`src/rtl/dsp_mac_sequencer.sv`:
```
`default_nettype none
// ============================================================================
// dsp_mac_sequencer : feeds (a,b) beats to an 18x18 DSP slice, accumulates each
// vector in P and holds the final sum. Optional macro: DSP_SEQ_OVF_EN. Rev 1.0
// ============================================================================

module dsp_mac_sequencer #(
   parameter int DSP_LAT = 4
) (
   input  logic        CLK,
   input  logic        RST,
   input  logic        IN_VALID,
   output logic        IN_READY,
   input  logic [17:0] IN_A,
   input  logic [17:0] IN_B,
   input  logic        IN_LAST,
   output logic [17:0] DSP_A,
   output logic [17:0] DSP_B,
   output logic [7:0]  DSP_OPMODE,
   output logic        DSP_CE,
   output logic        DSP_CEP,
   output logic        DSP_RSTP,
   input  logic [47:0] DSP_P,
   output logic        RES_VALID,
   input  logic        RES_READY,
   output logic [47:0] RES,
   output logic        RES_OVF
);

   localparam logic [7:0] c_OPMODE_LOAD = 8'h01;
   localparam logic [7:0] c_OPMODE_ACC  = 8'h09;

   typedef struct packed {
      logic valid;
      logic first;
      logic last;
   } tag_t;

   tag_t        r_tag [0:DSP_LAT];
   logic        r_first;
   logic [17:0] r_dsp_a;
   logic [17:0] r_dsp_b;
   logic [7:0]  r_opmode;
   logic [47:0] r_res;
   logic        r_res_valid;
   logic        w_accept;
   logic        w_capture;
   logic        w_last_in_flight;

   // Stage DSP_LAT is included so a new vector end is only admitted once the
   // previous result slot is known to be free when the new sum arrives.
   always_comb begin
      w_last_in_flight = 1'b0;
      for (int k = 0; k <= DSP_LAT; k++) begin
         if (r_tag[k].valid && r_tag[k].last) begin
            w_last_in_flight = 1'b1;
         end
      end
   end

   assign IN_READY  = !RST && !(IN_LAST && (w_last_in_flight || (r_res_valid && !RES_READY)));
   assign w_accept  = IN_VALID && IN_READY;
   assign w_capture = r_tag[DSP_LAT].valid && r_tag[DSP_LAT].last;

   always_ff @(posedge CLK) begin
      if (RST) begin
         for (int k = 0; k <= DSP_LAT; k++) begin
            r_tag[k] <= '0;
         end
         r_first     <= 1'b1;
         r_dsp_a     <= '0;
         r_dsp_b     <= '0;
         r_opmode    <= '0;
         r_res       <= '0;
         r_res_valid <= 1'b0;
      end else begin
         r_tag[0] <= {w_accept, w_accept & r_first, w_accept & IN_LAST};
         for (int k = 1; k <= DSP_LAT; k++) begin
            r_tag[k] <= r_tag[k-1];
         end
         if (w_accept) begin
            r_dsp_a <= IN_A;
            r_dsp_b <= IN_B;
            r_first <= IN_LAST;
         end
         // Loaded one stage early so it lines up with CEP for the P edge.
         if (r_tag[DSP_LAT-2].valid) begin
            r_opmode <= r_tag[DSP_LAT-2].first ? c_OPMODE_LOAD : c_OPMODE_ACC;
         end
         if (w_capture) begin
            r_res       <= DSP_P;
            r_res_valid <= 1'b1;
         end else if (RES_READY) begin
            r_res       <= '0;
            r_res_valid <= 1'b0;
         end
      end
   end

   assign DSP_A      = r_dsp_a;
   assign DSP_B      = r_dsp_b;
   assign DSP_OPMODE = r_opmode;
   assign DSP_CEP    = r_tag[DSP_LAT-1].valid;
   assign DSP_CE     = !RST;
   assign DSP_RSTP   = RST;
   assign RES        = r_res;
   assign RES_VALID  = r_res_valid;

`ifdef DSP_SEQ_OVF_EN
   localparam logic [12:0] c_CNT_SAT  = 13'd4097;
   localparam logic [12:0] c_SAFE_LEN = 13'd4096;

   logic [12:0] r_beat_cnt;
   logic        r_ovf_pend;
   logic        r_res_ovf;

   // r_beat_cnt counts the beats preceding the current one in this vector.
   always_ff @(posedge CLK) begin
      if (RST) begin
         r_beat_cnt <= '0;
         r_ovf_pend <= 1'b0;
         r_res_ovf  <= 1'b0;
      end else begin
         if (w_accept) begin
            if (IN_LAST) begin
               r_beat_cnt <= '0;
               r_ovf_pend <= (r_beat_cnt >= c_SAFE_LEN);
            end else if (r_beat_cnt != c_CNT_SAT) begin
               r_beat_cnt <= r_beat_cnt + 13'd1;
            end
         end
         if (w_capture) begin
            r_res_ovf <= r_ovf_pend;
         end else if (RES_READY) begin
            r_res_ovf <= 1'b0;
         end
      end
   end

   assign RES_OVF = r_res_ovf;
`else
   assign RES_OVF = 1'b0;
`endif

endmodule

`default_nettype wire
```
`config.mk`:
```
export PLATFORM = sky130hd
export DESIGN_NAME = dsp_mac_sequencer
export DESIGN_NICKNAME = d
export VERILOG_FILES = /design/src/rtl/dsp_mac_sequencer.sv
export SDC_FILE = /design/constraint.sdc
export NUM_CORES = 1
export LEC_CHECK = 0
export BUFFER_PORTS_ARGS = -buffer_cell sky130_fd_sc_hd__buf_2
export CAP_MARGIN = 20
export CORE_ASPECT_RATIO = 1.2
export CORE_MARGIN = 3
export CORE_UTILIZATION = 45
export DETAILED_ROUTE_END_ITERATION = 10
export PLACE_DENSITY = 0.79
export RECOVER_POWER = 50
export SKIP_CTS_REPAIR_TIMING = 1
export SLEW_MARGIN = 20
export SYNTH_ARGS = -nofsm -noshare
export SYNTH_HDL_FRONTEND = slang
export SYNTH_SLANG_ARGS = --single-unit
```
`constraint.sdc`:
```
create_clock -name CLK -period 1.7 [get_ports CLK]
set_input_delay 0.17 -clock CLK [delete_from_list [all_inputs] [get_ports CLK]]
set_output_delay 0.17 -clock CLK [all_outputs]
set_load 0.02 [all_outputs]
```
==> flow_summary.toml <==
[power_and_ir_drop]
leakagePower_nw = 1.98
finalPower_mw = 4.33
vdd_drop_max_mv = 0.531
cellPowerDensity_nw_per_um2 = 905

[clock_tree]
clock_sinks = 101
cts-buffers-inserted = 9
root_buffer = "clkbuf_8"
clockBufferDepth = 2
cts_tree = "done"
clkLatencyLatePin_ns = 0.35
htreeDepth = 3
clk_pin_slew_worst_paths_ns = 0.10

[global_route]
grt_antenna_before_repair = 0
grt_usage_pct = 17.9
grt_pass1_wl_mm = 13.6
grt_overflow = 0
grt_pass1_vias = 3010
grt_max_degree = 100

[synth]
ys_types = 24
synth_warnings = 0
ys_seq_area_share_pct = 53.7
synth.area.top_cells = "dfxtp_1 (54%), nor2b_1 (7.6%), mux2_4 (7.2%)"
yosysTopAreaCellShare_pct = 53.7
netlist_area_sq_um = 3770
postSynthCellCount = 390
synth-seq-cells = 101
avgSynthCellArea_sq_um = 9.66
synth_largest_area_cell = "dfxtp_1"

[timing]
grt_setup_unrepaired = "false"
period_minus_slack_ns = 1.64
setup_viol = 0
post-route-period-util_pct = 96.2
fmax_ghz = 0.611
drv_slew = 0
fin_hold_ws_ns = 0.0363
setup_tns_ns = 0
hold_violations = 0
skew_ns = 0.0109

[placed_design]
routabilityCongestion = 0.773
hpwl_mm = 6.20
io_buffers = 179
placed_area_sq_um = 4710

[setup_path]
arrival_ns = 1.88
cp_max_fo = 38
crit_path_cell_trace = "a22oi_1, nand4_1, a21o_2, buf_12, mux2_4"
crit_required_ns = 1.94
critPathSlowestCell = "dfxtp_1"
crit_type = "register to register"
startpoint_type = "register"
cpPeakStageDelay_ns = 0.34
end_kind = "register"

[floorplanning]
start_util_pct = 47.5
die-area_sq_um = 9510
core_area_sq_um = 7930
die_x_um = 89.5
pin_count = 187
rows = 35
fp.dieH_um = 106

[layout]
num-fill-cells = 720
diodes = 0
layout-drive-gt1-share_pct = 27.9
area_growth_pct = 26.9
final_nets = 643
stdcell_area_sq_um = 4780
final_util_pct = 60.3

[detailed_routing]
wl_per_cell_um = 13.1
antenna_left = 0
drc = 0
vias_per_cell = 4.81
drtIter0Drc = 118
routed_wl_mm = 8.81
vias = 3220
drtPass1Iterations = 4

[job]
maxCapViolations = 0

[status]
status = "complete, no violations"

[worst_hold_path]
worstHoldPathType = "input pin to register"
[cell usage after synthesis]
cell type    n
a211oi_1     1
nand2_1     50
mux2_2      18
buf_4        8
a22oi_1      2
inv_1        6
clkbuf_1    20
buf_2        2
conb_1       1
nor2b_1     46
nand2b_1     1
dfxtp_1    101
and2_1       1
buf_6        3
nand4_1      1
nor3_1       1
mux2_4      18
o21ai_0      1
nand3_1     48
o311ai_0     1
a21oi_1     50
nor2_1       4
a21o_1       1
buf_1        5
[worst paths after layout]
path	cells after the start	slack (ns)	endpoint	startpoint
setup / recovery	5	0.06	DSP_A[4]	r_tag[0][11]
hold / removal	2	0.04	DSP_B[10]	IN_B[10]
setup reg to reg	5	0.06	DSP_A[4]	r_tag[0][11]
hold reg to reg	1	0.42	DSP_OPMODE[3]	r_tag[0][7]
[where the power goes]
group	internal, mW	leakage [nW]	switching (mW)	total, mW
logic	0.229	1.07	0.270	0.500
registers	2.44	0.823	0.0371	2.48
clock network	0.541	0.0937	0.809	1.35
[logic make-up (layout without fill, tap and decap cells)]
logic type	after synthesis	in the layout	share of synthesized area [%]
compound gates	56	56	7.80
buf+inv	44	207	5.85
flops	101	101	53.7
mux	36	36	12.6
other cells	1	7	0.0995
simple gates	152	152	20.0
[metal layers]
layer	vias to the layer above	global-route usage (%)	part of all wire, %
met5	-	0	0
met4	0	7.55	1.5
met3	12	6.20	11
met2	166	29.1	45
met1	1437	21.2	42
li1	1605	-	-
[placed cells by master, fill, tap and decap left out, types with 9 or more instances in the layout]
| master | synthesis | layout |
|---|---|---|
| clkbuf_8 | 0 | 9 |
| nand3_1 | 48 | 48 |
| dfxtp_1 | 101 | 101 |
| nand2_1 | 50 | 50 |
| nor2b_1 | 46 | 46 |
| mux2_2 | 18 | 18 |
| mux2_4 | 18 | 18 |
| buf_2 | 2 | 97 |
| clkbuf_1 | 20 | 83 |
| a21oi_1 | 50 | 49 |
[worst max-delay path, delay by kind of cell, from the launching register on]
kind | cells | cell delay, ns
compound gates | 2 | 0.43
flops | 1 | 0.34
mux | 1 | 0.32
simple gates | 1 | 0.22
buf+inv | 1 | 0.18
[final cells by class]
| type | count | area [sq um] | share of cell area (%) |
|---|---|---|---|
| sequential | 101 | 2020 | 42.3 |
| clock buffer | 9 | 124 | 2.59 |
| inverter | 6 | 22.5 | 0.471 |
| clock inverter | 7 | 50.0 | 1.05 |
| tap | 111 | 139 | 2.90 |
| timing repair buffer | 185 | 872 | 18.2 |
| multi-input combinational | 251 | 1550 | 32.5 |
[metrics by stage]
step / setup WS [ns] / instances
6_report: 0.0644 / 670
5_1_grt: 0.00388 / 670
4_1_cts: 0.0213 / 670
3_5_place_dp: 0.104 / 654
3_3_place_gp: 0.150 / 654
2_1_floorplan: 0.124 / 396
[state kept, by name (all words and copies together) (netlist names)]
signal	flops
RES_VALID	1
DSP_OPMODE	2
DSP_B	18
r_tag	13
RES	48
r_first	1
DSP_A	18
(Power assumes the default switching activity.)
